[config.mk]
export PLATFORM = sky130hd
export DESIGN_NAME = quad_decoder_flat
export DESIGN_NICKNAME = d
export VERILOG_FILES = /design/src/rtl/quad_decoder_if.sv /design/src/rtl/quad_decoder.sv /design/src/flat_wrapper.sv
export SDC_FILE = /design/constraint.sdc
export NUM_CORES = 1
export LEC_CHECK = 0
export CORE_AREA = 2 2 85 87
export CTS_BUF_LIST = sky130_fd_sc_hd__clkbuf_8
export DETAILED_ROUTE_END_ITERATION = 6
export DIE_AREA = 0 0 87 89
export PLACE_DENSITY = 0.49
export SYNTH_ARGS = -nofsm -noshare
export SYNTH_HDL_FRONTEND = slang
export SYNTH_SLANG_ARGS = --single-unit
export TNS_END_PERCENT = 100
[constraint.sdc]
create_clock -name C_i -period 10.2 [get_ports C_i]
set_clock_uncertainty 0.05 [all_clocks]
set_input_delay 2.04 -clock C_i [delete_from_list [all_inputs] [get_ports C_i]]
set_output_delay 2.04 -clock C_i [all_outputs]
set_load 0.1 [all_outputs]
[src/rtl/quad_decoder_if.sv]
// ============================================================================
//  Module   : quad_decoder_if
//  Purpose  : Encoder-pin / readout bundle for the quadrature decoder.
//  Revision : 1.0 - initial release
// ============================================================================
`default_nettype none

interface quad_decoder_if #(
  parameter int WIDTH = 16
);
  logic             A;
  logic             B;
  logic             CLR;
  logic             STEP;
  logic             DIR;
  logic [WIDTH-1:0] POS;
  logic             ERR;

  modport master (output A, B, CLR, input STEP, DIR, POS, ERR);
  modport slave  (input A, B, CLR, output STEP, DIR, POS, ERR);
endinterface

`default_nettype wire

[src/rtl/quad_decoder.sv]
// ============================================================================
//  Module   : quad_decoder
//  Purpose  : 4x quadrature decoder with synchronizer, wrapping signed position
//             and sticky illegal-transition flag. Define QDEC_FILTER_EN to add a
//             per-phase glitch filter after the synchronizer.
//  Revision : 1.0 - initial release
// ============================================================================
`default_nettype none

module quad_decoder #(
  parameter int WIDTH       = 16,
  parameter int SYNC_STAGES = 2,
  parameter int FILT_LEN    = 4
) (
  input wire            C_i,
  input wire            R_i,
  quad_decoder_if.slave bus
);

`ifdef QDEC_FILTER_EN
  localparam bit FILT_EN = 1'b1;
`else
  localparam bit FILT_EN = 1'b0;
`endif

  // Priming waits until the pipeline carries samples taken after reset release.
  localparam int PRIME_DLY = SYNC_STAGES + (FILT_EN ? FILT_LEN : 0);
  localparam int WARM_W    = $clog2(PRIME_DLY + 1);

  logic [SYNC_STAGES-1:0] a_sync_q;
  logic [SYNC_STAGES-1:0] b_sync_q;
  logic [1:0]             sync_w;
  logic [1:0]             cur_w;

  always_ff @(posedge C_i or negedge R_i) begin
    if (!R_i) begin
      a_sync_q <= '0;
      b_sync_q <= '0;
    end else begin
      a_sync_q <= {a_sync_q[SYNC_STAGES-2:0], bus.A};
      b_sync_q <= {b_sync_q[SYNC_STAGES-2:0], bus.B};
    end
  end

  assign sync_w = {a_sync_q[SYNC_STAGES-1], b_sync_q[SYNC_STAGES-1]};

`ifdef QDEC_FILTER_EN
  localparam int CNT_W = (FILT_LEN > 1) ? $clog2(FILT_LEN) : 1;

  for (genvar g = 0; g < 2; g++) begin : g_filt
    logic             filt_q;
    logic [CNT_W-1:0] cnt_q;

    always_ff @(posedge C_i or negedge R_i) begin
      if (!R_i) begin
        filt_q <= 1'b0;
        cnt_q  <= '0;
      end else if (sync_w[g] == filt_q) begin
        cnt_q  <= '0;
      end else if (cnt_q == CNT_W'(FILT_LEN - 1)) begin
        filt_q <= sync_w[g];
        cnt_q  <= '0;
      end else begin
        cnt_q  <= cnt_q + CNT_W'(1);
      end
    end

    assign cur_w[g] = filt_q;
  end
`else
  assign cur_w = sync_w;
`endif

  // Position along the up sequence 00->01->11->10 (Gray to binary).
  function automatic logic [1:0] phase_idx(input logic [1:0] s);
    return {s[1], s[1] ^ s[0]};
  endfunction

  logic [WARM_W-1:0] warm_q;
  logic              primed_q, primed_d;
  logic [1:0]        prev_q, prev_d;
  logic              step_q, step_d;
  logic              dir_q, dir_d;
  logic [WIDTH-1:0]  pos_q, pos_d;
  logic              err_q, err_d;
  logic [1:0]        delta_w;
  logic              prime_w;

  assign delta_w = phase_idx(cur_w) - phase_idx(prev_q);
  assign prime_w = !primed_q && (warm_q == WARM_W'(PRIME_DLY));

  always_comb begin
    primed_d = primed_q;
    prev_d   = prev_q;
    step_d   = 1'b0;
    dir_d    = dir_q;
    pos_d    = pos_q;
    err_d    = err_q;
    if (prime_w) begin
      primed_d = 1'b1;
      prev_d   = cur_w;
    end else if (primed_q) begin
      prev_d = cur_w;
      case (delta_w)
        2'd1: begin
          step_d = 1'b1;
          dir_d  = 1'b1;
          pos_d  = pos_q + WIDTH'(1);
        end
        2'd3: begin
          step_d = 1'b1;
          dir_d  = 1'b0;
          pos_d  = pos_q - WIDTH'(1);
        end
        2'd2:    err_d = 1'b1;
        default: ;
      endcase
    end
    // Clear beats a coincident step on POS but STEP/DIR still report it.
    if (bus.CLR) begin
      pos_d = '0;
      err_d = 1'b0;
    end
  end

  always_ff @(posedge C_i or negedge R_i) begin
    if (!R_i) begin
      warm_q   <= '0;
      primed_q <= 1'b0;
      prev_q   <= 2'b00;
      step_q   <= 1'b0;
      dir_q    <= 1'b1;
      pos_q    <= '0;
      err_q    <= 1'b0;
    end else begin
      if (warm_q != WARM_W'(PRIME_DLY)) warm_q <= warm_q + WARM_W'(1);
      primed_q <= primed_d;
      prev_q   <= prev_d;
      step_q   <= step_d;
      dir_q    <= dir_d;
      pos_q    <= pos_d;
      err_q    <= err_d;
    end
  end

  assign bus.STEP = step_q;
  assign bus.DIR  = dir_q;
  assign bus.POS  = pos_q;
  assign bus.ERR  = err_q;

endmodule

`default_nettype wire
[src/flat_wrapper.sv]
// flat-port wrapper written by rule: the top's interface ports become plain ports
module quad_decoder_flat 
#(
  parameter int WIDTH       = 16,
  parameter int SYNC_STAGES = 2,
  parameter int FILT_LEN    = 4
)
  (C_i, R_i, bus_A, bus_B, bus_CLR, bus_STEP, bus_DIR, bus_POS, bus_ERR);
  quad_decoder_if #(.WIDTH(WIDTH)) bus_i ();
  input wire C_i;
  input wire R_i;
  input wire logic [$bits(bus_i.A)-1:0] bus_A;
  input wire logic [$bits(bus_i.B)-1:0] bus_B;
  input wire logic [$bits(bus_i.CLR)-1:0] bus_CLR;
  output wire logic [$bits(bus_i.STEP)-1:0] bus_STEP;
  output wire logic [$bits(bus_i.DIR)-1:0] bus_DIR;
  output wire logic [$bits(bus_i.POS)-1:0] bus_POS;
  output wire logic [$bits(bus_i.ERR)-1:0] bus_ERR;
  assign bus_i.A = bus_A;
  assign bus_i.B = bus_B;
  assign bus_i.CLR = bus_CLR;
  assign bus_STEP = bus_i.STEP;
  assign bus_DIR = bus_i.DIR;
  assign bus_POS = bus_i.POS;
  assign bus_ERR = bus_i.ERR;
  quad_decoder #(.WIDTH(WIDTH), .SYNC_STAGES(SYNC_STAGES), .FILT_LEN(FILT_LEN)) u_core (.C_i(C_i), .R_i(R_i), .bus(bus_i));
endmodule
==> metrics.txt, run 1 <==
pwr/cell area 280 nW/µm²; met3 usage 2.12%; smallest hold slack 0.306 ns; Synthesized Nets 184; Slew HR 34.6%; Pwr Total 0.561 mW; met2 Usage GRT 16.4%; CTS HTree Levels 1; later-pin clock latency in the skew report 0.28 ns; Register-to-Register Path Depth 12; routed vias 1274; Fin. Hold Viols 0; gate count of the mapped netlist 174; Worst EP required 8.11 ns; Most used DFF post-synth dfrtp_1; Initial Util 24.8%; CTS Root Cell clkbuf_8; DP Area 1930 µm²; flop and latch count out of synthesis 28; Core Util, Final 29.9%; I/O pin cnt 24; largest net degree at the start of global routing 29; largest stage delay on the critical path 1.20 ns; slowest stage cell, crit path clkdlybuf4s50_1; port bufs 23; gr usage total 10.3%; total die area 7740 µm²; Max Buffers Root-to-Sink 2; Inst Count DP 267; post-route cell area 2010 µm²; Clock transition at path regs 0.10 ns; Mapped Area 1670 µm²; Yosys top cell area share 40.5%; Post-synth EDFFs 0; critical path peak fanout 11; ys async rst share 100%; Post-CTS Resized 0; clock sink count 28; cell family with most CP delay buffers and inverters; Leak 0.792 nW; top post-synthesis cells by area dfrtp_1 41%, nor2_1 4.7%, xnor2_1 4.7%; YS warnings 0; Overflow after GRT 0; initial antenna violation count 0; Final HPWL DP 2630 µm; gpl congestion 0.724; Fmax 0.243 GHz; CTS tree done; setup TNS 0 ns; CP startpoint kind register; number of global-route vias before repair 1269; critical-path cell list clkdlybuf4s50_1; post-route ant nets 0; most frequent cells in the layout 27 x dfrtp_1, 23 x clkdlybuf4s50_1, 21 x nor2_1, 10 x nand3_1; antenna diode count 0; RSZ-0062 raised after global routing no; Non-Filler Instances 271; drt pass-1 iters 4; met1 Use GR 13.9%; postcts setup bufs 0; first-pass GRT wire length 6200 µm; Worst Path Arrival 2.03 ns; Rows 30; Wirelength per Cell 13.6 µm; CTS Hold Bufs 0; First DRT Iteration DRCs 34; register area share after synthesis 42.1%; area leader, netlist dfrtp_1; hold path depth 0; vias per cell 4.70; syn avg cell area 9.59 µm²; WL final 3700 µm; final period utilization 40.4%; dpl ws 6.40 ns; CP endpoint kind primary output; Die H 89 µm; minimum clock period 4.12 ns; Area Growth Syn to Fin 20.3%; nets 202; worst vdd ir 71.2 µV; Max Cap Viol 0; drt drc 0; share of cells above drive strength 1 8.90%; commonest non-fill, non-tap cell in the layout dfrtp_1; worst hold path type reg2reg; Slew @ Worst Pin 0.977 ns; Distinct cells, synth 45; Worst Path Buf+Inv 1; total CTS buffers 3; final setup fails 0; PnR worst setup slack 6.08 ns; Top Usage Layer GRT met2; core footprint 6720 µm²; status finished, final reports clean; worst setup path class reg2out; Max Slew Vio Count 0; Die Wd 87 µm; Crit. path cell count 1; filler cell count 699
[worst paths after layout]
check	slack (ns)	endpoint	start
worst max-delay path	6.08	bus_POS[1]	u_core.bus.POS[1]
worst min-delay path	0.31	u_core.a_sync_q[1]	u_core.a_sync_q[0]
worst max register to register	6.52	u_core.bus.POS[14]	u_core.a_sync_q[1]
worst min register to register	0.31	u_core.a_sync_q[1]	u_core.a_sync_q[0]
max in group asynchronous	7.70	u_core.bus.DIR	R_i
min in group asynchronous	2.08	u_core.bus.POS[12]	R_i
[synthesized netlist by cell type (3+ instances only)]
master    count
a21oi_1       9
buf_2         3
clkbuf_1      5
dfrtp_1      27
ha_1          5
inv_1         7
mux2_2        3
nand2_1       9
nand3_1      10
nand4_1       5
nor2_1       21
nor3_1        8
o21ai_0       6
xnor2_1       9
xor2_1        7
[layer usage]
metal | share of wire, % | up-vias
met1 | 51 | 600
li1 | - | 647
met4 | 1.6 | 0
met5 | 0 | -
met3 | 3.1 | 5
met2 | 45 | 22
[cells by family after synthesis]
logic type | Yosys count | share of synthesized area (%)
simple gates | 74 | 25.0
flops | 28 | 42.1
compound gates | 26 | 10.1
buf+inv | 19 | 6.08
xor+xnor | 17 | 9.75
mux | 5 | 3.23
fa+ha+maj | 5 | 3.75
[final cells by class]
cell class | count | area, µm² | share of cell area [%]
Clock buffer | 3 | 41.3 | 2.06
Clock inverter | 1 | 30.0 | 1.50
Inverter | 8 | 30.0 | 1.50
Multi-Input combinational cell | 127 | 865 | 43.1
Sequential cell | 28 | 702 | 35.0
Tap cell | 80 | 100 | 4.99
Timing Repair Buffer | 24 | 238 | 11.9
[flip-flops by register name, summed over array words and instances (netlist names)]
register,count
u_core.bus.DIR,1
u_core.warm_q,2
u_core.primed_q,1
u_core.b_sync_q,2
u_core.bus.POS,16
u_core.bus.ERR,1
u_core.prev_q,2
u_core.bus.STEP,1
u_core.a_sync_q,2
[worst reg2reg max path, cell delays in order (launching register included)]
cell and delay (ns):
dfrtp_1 0.43, xnor2_1 0.18, ha_1 0.17, xnor3_1 0.25, or2_1 0.50, xnor2_1 0.23, ha_1 0.27, or3_2 0.51
o41ai_1 0.31, o41ai_1 0.13, or3_1 0.33, nand3_1 0.10, a21oi_1 0.08
[report_power, final]
part	internal (mW)	leakage, nW	switching (mW)
combinational	0.0875	0.402	0.224
clock	0.0526	0.0357	0.0372
sequential	0.130	0.355	0.0296
total	0.270	0.792	0.291
Note: power is estimated with default switching activity, not from simulation.
==> inputs of run 2 (changes only) <==
==> constraint.sdc (replaced) <==
create_clock -name C_i -period 4.01 [get_ports C_i]
set_clock_uncertainty 0.05 [all_clocks]
set_input_delay 0.802 -clock C_i [delete_from_list [all_inputs] [get_ports C_i]]
set_output_delay 0.802 -clock C_i [all_outputs]
set_load 0.1 [all_outputs]
==> run 2 against run 1 <==
Effect of this change:
- power grew to 2.6 times the previous value
- hold slack better by 0.0043 ns
- non-clock buffer count is 1 higher
- first-iteration DRC count rose by 110%
- clock power grew to 2.6 times the previous value
- routed wire length grew 3.0%
- sequential power grew to 2.6 times the previous value
- sequential cell count unchanged
- highest routed layer unchanged
- design area increased by 0.37%
- final cell count rose by 0.37%
- critical path depth up 11
- largest power group unchanged
==> metrics.txt, run 2 (synthesized netlist as in run 1, its figures left out) <==
status finished, final reports clean; final setup fails 0; max reg flops 16; Rows 30; sequential share of power 28.5%; CP endpoint kind register; First DRT Iteration DRCs 73; combinational share of power 55.5%; worst vdd ir 218 µV; Initial Util 24.8%; share of cells above drive strength 1 9.38%; core footprint 6720 µm²; antenna diode count 0; WL final 3810 µm; slowest stage cell, crit path or3_2; I/O pin cnt 24; CTS HTree Levels 1; clock sink count 28; RSZ-0062 raised after global routing no; critical path peak fanout 6; Fmax 0.308 GHz; first-pass GRT wire length 6300 µm; pwr/cell area 712 nW/µm²; clock share of power 16.0%; Worst EP required 4.10 ns; Fin. Hold Viols 0; nets 203; postcts setup bufs 0; switch share 51.8%; gr usage total 10.3%; drt drc 0; initial antenna violation count 0; Clock transition at path regs 0.10 ns; CP startpoint kind register; critical-path cell list xnor2_1 -> ha_1 -> xnor3_1 -> or2_1 -> xnor2_1 -> ha_1 -> or3_2 -> o41ai_1 -> o41ai_1 -> or3_1 -> nand3_1 -> a21oi_1; Die H 89 µm; dpl ws 0.791 ns; PnR worst setup slack 0.766 ns; Slew HR 34.8%; gpl congestion 0.762; Pint 0.690 mW; Max Cap Viol 0; setup TNS 0 ns; CTS Root Cell clkbuf_8; post-route ant nets 0; routed vias 1297; Overflow after GRT 0; Die Wd 87 µm; number of global-route vias before repair 1251; Pwr Total 1.43 mW; drt pass-1 iters 4; Max Slew Vio Count 0; Final HPWL DP 2730 µm; Psw 0.742 mW; Leak 0.797 nW; port bufs 23; worst setup path class reg2reg; minimum clock period 3.24 ns; worst hold path type reg2reg; largest net degree at the start of global routing 29; later-pin clock latency in the skew report 0.28 ns; Post-CTS Resized 0; Worst Path Arrival 3.33 ns; largest stage delay on the critical path 0.50 ns; Area Growth Syn to Fin 20.7%; CTS Hold Bufs 0; Wirelength per Cell 14.0 µm; most frequent cells in the layout 27 x dfrtp_1, 23 x clkdlybuf4s50_1, 21 x nor2_1, 10 x nand3_1; Slew @ Worst Pin 0.975 ns; commonest non-fill, non-tap cell in the layout dfrtp_1; CTS tree done; vias per cell 4.77; Max Buffers Root-to-Sink 2; final period utilization 80.9%; filler cell count 692; total die area 7740 µm²; total CTS buffers 3
## run 2: changes by cell type in the layout (fill, tap and decap cells not counted)
cell,before,now
buf_4,1,2
## run 2: stage by stage
step | area, µm² | std cells | hold WS [ns] | utilization (%)
finish | 2010 | 272 | 0.310 | 30.0
global route | 2010 | 272 | 0.317 | 30.0
CTS | 2010 | 272 | 0.314 | 30.0
detailed placement | 1940 | 268 | 0.289 | 28.9
global placement | 1940 | 268 | 0.305 | 28.9
floorplan | 1670 | 174 | 0.281 | -
## run 2: cell type report
class / count / area, µm² / share of cell area [%]
clock buffers: 3 / 41.3 / 2.05
clock inverters: 1 / 30.0 / 1.49
inverters: 8 / 30.0 / 1.49
multi-input cells: 127 / 865 / 42.9
flip-flops and latches: 28 / 702 / 34.9
well taps: 80 / 100 / 4.97
repair buffers: 25 / 245 / 12.2
## run 2: path summary, 6_finish.rpt
| check | cells after the start | to | slack [ns] | from |
|---|---|---|---|---|
| max in group asynchronous | 2 | u_core.bus.DIR | 2.76 | R_i |
| min reg2reg | 0 | u_core.b_sync_q[1] | 0.31 | u_core.b_sync_q[0] |
| max reg2reg | 12 | u_core.bus.POS[14] | 0.77 | u_core.a_sync_q[1] |
| max | 12 | u_core.bus.POS[14] | 0.77 | u_core.a_sync_q[1] |
| min in group asynchronous | 2 | u_core.bus.POS[11] | 0.84 | R_i |
| min | 0 | u_core.b_sync_q[1] | 0.31 | u_core.b_sync_q[0] |
## run 2: worst max-delay path, delay by kind of cell, from the launching register on
family                     cells  cell delay [ns]
DFF                            1             0.43
and+or+nand+nor                4             1.16
xor gates and xnor gates       3             0.55
AOI/OAI and AO/OA              3             0.50
adders and majority gates      2             0.42
## run 2: power by group through the flow
stage	clock network, mW	logic (mW)	registers, mW
detailed placement	0	0.795	0.415
global route	0.252	0.841	0.417
finish	0.230	0.795	0.408
floorplan	0	0.344	0.706
global placement	0	0.794	0.416
CTS	0.237	0.798	0.409
## run 2: layer usage
metal | part of all wire, % | global-route usage (%)
met5 | 0 | 0
met3 | 3.9 | 1.57
met2 | 46 | 16.2
met1 | 49 | 14.3
met4 | 1.3 | 3.98
==> RTL change 1 (settings of run 2) <==
`SYNC_STAGES` is set to 2 in 2 places; all go to 4.
--- a/src/rtl/quad_decoder.sv
+++ b/src/rtl/quad_decoder.sv
@@ -9,7 +9,7 @@
 
 module quad_decoder #(
   parameter int WIDTH       = 16,
-  parameter int SYNC_STAGES = 2,
+  parameter int SYNC_STAGES = 4,
   parameter int FILT_LEN    = 4
 ) (
   input wire            C_i,
--- a/src/flat_wrapper.sv
+++ b/src/flat_wrapper.sv
@@ -2,7 +2,7 @@
 module quad_decoder_flat 
 #(
   parameter int WIDTH       = 16,
-  parameter int SYNC_STAGES = 2,
+  parameter int SYNC_STAGES = 4,
   parameter int FILT_LEN    = 4
 )
   (C_i, R_i, bus_A, bus_B, bus_CLR, bus_STEP, bus_DIR, bus_POS, bus_ERR);
Formal check against the unedited RTL: not equivalent (a bounded check fails within 10 cycles, from zero or initial values).
==> RTL change 1 against run 2 <==
- final area rose by 13%
- core utilization rose by 3.9 points
- synthesized area rose by 12%
- maximum frequency fell by 2.3%
- count of clock-buffer cells in the layout rose by 2
- setup slack got worse by 0.077 ns
- clock power rose by 32%
- total power rose by 7.2%
- routed wire length rose by 11%
- sequential cell count rose by 5
- critical endpoint is now u_core.bus.POS[10]$_DFFE_PN0P_
- largest power group unchanged
- highest routed layer unchanged
==> RTL change 1: results (changes against run 2) <==
outcome: "completed"
nFillCells: 681  # -1.6%
avgViaCountPerCell: 5.11  # +7.1%
htree_levels: 2  # +1
wl_met1_um: 2070  # +11%
ir_drop_v: 0.000343  # +57%
hp-start: "u_core.b_sync_q[1]$_DFF_PN0_"
drive_gt1_frac: 0.102  # +0.00810
dr.first_iter.drc_count: 99  # +36%
wl_met3_um: 196  # +32%
holdPathEnd: "u_core.b_sync_q[2]$_DFF_PN0_"
crit_slowest_cell: "or4_4"
worstReg2RegStart: "u_core.a_sync_q[3]$_DFF_PN0_"
crit_arrival_ns: 3.46  # +0.13 ns
muxShareOfSynthArea: 0.0181  # -0.0142
rr_endpoint: "u_core.bus.POS[10]$_DFFE_PN0P_"
power.leakage_nw: 0.886  # +11%
place.gp.congestion: 0.772  # +1.3%
netlist_top_cells_area: "dfrtp_1 (43%), nor2_1 (4.2%), ha_1 (4.0%)"
reg2reg_slack_ns: 0.69  # -0.08 ns
cts_resized: 0  # unchanged
clk_pin_slew_ns: 0.07  # -0.03 ns
yosysSeqAreaShare: 0.442  # +0.0213
synth_fa_ha_area_frac: 0.0401  # +0.00262
grt_pass1_wl_um: 7380  # +17%
grt_max_degree: 34  # +17%
dp.cells: 289  # +7.8%
dp_hpwl_um: 2930  # +7.1%
num-nets-final: 227  # +12%
cts_made_buffers: 5  # +2
synth_compound_area_frac: 0.163  # +0.0613
syn-instance-count: 193  # +11%
hold_ws_ns: 0.300  # -0.0107 ns
wl_per_cell_um: 14.3  # +2.1%
synth_cell_types: 42  # -6.7%
critPathMaxFanout: 11  # +5
reg2reg_depth: 11  # -1
syn-num-nets: 204  # +11%
wirelength_um: 4230  # +11%
ys_top_cells_by_count: "dfrtp_1 (32), nor2_1 (21), o21ai_0 (14)"
grt.met1_usage: 0.169  # +0.0257
slew_headroom: 0.341  # -0.00677
met3_usage: 0.0305  # +0.0148
placed_area_um2: 2170  # +12%
pre_cts_slack_ns: 0.732  # -0.0589 ns
dr_wl_met2_um: 1890  # +7.9%
max_stage_delay_ns: 0.47  # -0.03 ns
synth-async-reset-ratio: 1.00  # unchanged
grt.total_usage: 0.122  # +0.0191
gr-usage-met2: 0.187  # +0.0250
synth_xor_area_frac: 0.0823  # -0.0153
-- RTL change 1: cell types whose count changed after synthesis, sizes merged, moves of 4 or more --
cell and delta:
dfrtp +5, or3 +4, a21oi +4, o21ai +5, nor3 -4, nand3 -6
-- RTL change 1: final cells by class --
type,instances,area (um^2),share of cell area
repair buffers,27,260,0.114
inverters,9,33.8,0.0148
well taps,80,100,0.0440
clock inverters,2,35.0,0.0154
flip-flops and latches,33,827,0.363
multi-input cells,140,951,0.418
clock buffers,5,68.8,0.0302
-- RTL change 1: power breakdown --
part | switching (mW) | leakage, nW | internal (mW)
Sequential | 0.0726 | 0.415 | 0.383
Combinational | 0.554 | 0.417 | 0.222
Clock | 0.122 | 0.0540 | 0.181
Total | 0.749 | 0.886 | 0.786
-- RTL change 1: worst max-delay path by stage --
stage / startpoint / to / slack, ns / cells past startpoint
finish: u_core.a_sync_q[3]$_DFF_PN0_ / u_core.bus.POS[10]$_DFFE_PN0P_ / 0.69 / 11
global route: u_core.a_sync_q[3]$_DFF_PN0_ / u_core.bus.POS[10]$_DFFE_PN0P_ / 0.48 / 11
floorplan: u_core.a_sync_q[3]$_DFF_PN0_ / u_core.bus.POS[10]$_DFFE_PN0P_ / 0.95 / 11
CTS: u_core.a_sync_q[3]$_DFF_PN0_ / u_core.bus.POS[10]$_DFFE_PN0P_ / 0.70 / 11
detailed placement: u_core.a_sync_q[3]$_DFF_PN0_ / u_core.bus.POS[10]$_DFFE_PN0P_ / 0.73 / 11
global placement: u_core.a_sync_q[3]$_DFF_PN0_ / u_core.bus.POS[10]$_DFFE_PN0P_ / 0.77 / 11
-- RTL change 1: cell families after synthesis --
family	count (synthesis)
xor+xnor	14
buf+inv	20
fa+ha+maj	6
compound gates	46
simple gates	71
flops	33
mux	3
==> RTL change 2 (settings of run 2) <==
Made on the original files. Remove the case item `2'd3` of the case on `delta_w`.
--- a/src/rtl/quad_decoder.sv
+++ b/src/rtl/quad_decoder.sv
@@ -107,11 +107,6 @@
           dir_d  = 1'b1;
           pos_d  = pos_q + WIDTH'(1);
         end
-        2'd3: begin
-          step_d = 1'b1;
-          dir_d  = 1'b0;
-          pos_d  = pos_q - WIDTH'(1);
-        end
         2'd2:    err_d = 1'b1;
         default: ;
       endcase
Formal check against the unedited RTL: not equivalent (Yosys sat finds a counterexample within 10 cycles, from zero or initial values).
==> RTL change 2 against run 2 <==
- routed wire length down 28%
- setup slack gained 0.44 ns
- synthesized area decreased by 23%
- first-iteration DRC count shrank 26%
- sequential cell count decreased by 1
- non-clock buffer count down 2
- final area fell by 19%
- critical path type is now register to output pin
Power is not compared: it rests on default switching activity, and its combinational part moved more than twofold at a synthesized area within 25%.
==> RTL change 2: results (changes against run 2) <==
pre_cts_slack_ns: 1.51  # +0.720 ns
synth_fa_ha_area_frac: 0.0294  # -0.00810
hold_ws_ns: 0.303  # -0.00707 ns
ys_top_cells_by_count: "dfrtp_1 (27), nor2_1 (12), nand3_1 (8)"
outcome: "completed"
synth_xor_area_frac: 0.120  # +0.0221
critPathMaxFanout: 7  # +1
place.gp.congestion: 0.714  # -6.3%
max_stage_delay_ns: 1.18  # +0.68 ns
layout_setup_ws_ns: 1.21  # +0.440 ns
dr.first_iter.drc_count: 54  # -26%
drt_first_pass_iters: 3  # -1
crit_arrival_ns: 1.95  # -1.38 ns
worstReg2RegStart: "u_core.prev_q[1]$_DFFE_PN0P_"
grt_pass1_vias: 982  # -22%
gr-usage-met2: 0.126  # -0.0354
yosysSeqAreaShare: 0.529  # +0.109
io_buffer_count: 22  # -4.3%
syn-instance-count: 114  # -34%
wl_met3_um: 106  # -28%
worst_slew_pin_slew_ns: 0.999  # +0.0239 ns
crit_end: "bus_POS[1]"
placed_area_um2: 1590  # -18%
grt_max_degree: 28  # -3.4%
dp.cells: 214  # -20%
netlist_top_cells_area: "dfrtp_1 (53%), xor2_1 (4.8%), nor2_1 (3.5%)"
grt_pass1_wl_um: 4770  # -24%
reg2reg_depth: 6  # -6
wl_per_cell_um: 12.5  # -10%
synth_compound_area_frac: 0.0578  # -0.0434
crit_slowest_cell: "clkdlybuf4s50_1"
num-nets-final: 147  # -28%
grt.met1_usage: 0.107  # -0.0367
drive_gt1_frac: 0.0580  # -0.0358
reg2reg_slack_ns: 1.77  # +1.00 ns
nFillCells: 726  # +4.9%
==> RTL change 2: changes by cell type after synthesis, moves of 4 or more <==
cell      before  now
nor2_1        21   12
nor3_1         8    1
nand2_1        9    3
clkbuf_1       5    1
xnor2_1        9    5
==> RTL change 2: power groups by stage <==
stage,logic (mW),clock network [mW],registers [mW]
4_1_cts,0.133,0.164,0.294
3_3_place_gp,0.131,0,0.300
2_1_floorplan,0.0437,0,0.350
6_report,0.130,0.157,0.294
5_1_grt,0.139,0.172,0.296
3_5_place_dp,0.132,0,0.300
==> RTL change 2: area by class of cell <==
class / count / area [um^2] / area share
Clock buffer: 3 / 41.3 / 0.0252
Sequential cell: 27 / 676 / 0.413
Timing Repair Buffer: 23 / 228 / 0.139
Inverter: 4 / 15.0 / 0.00918
Multi-Input combinational cell: 80 / 571 / 0.349
Clock inverter: 1 / 5.00 / 0.00306
Tap cell: 80 / 100 / 0.0612
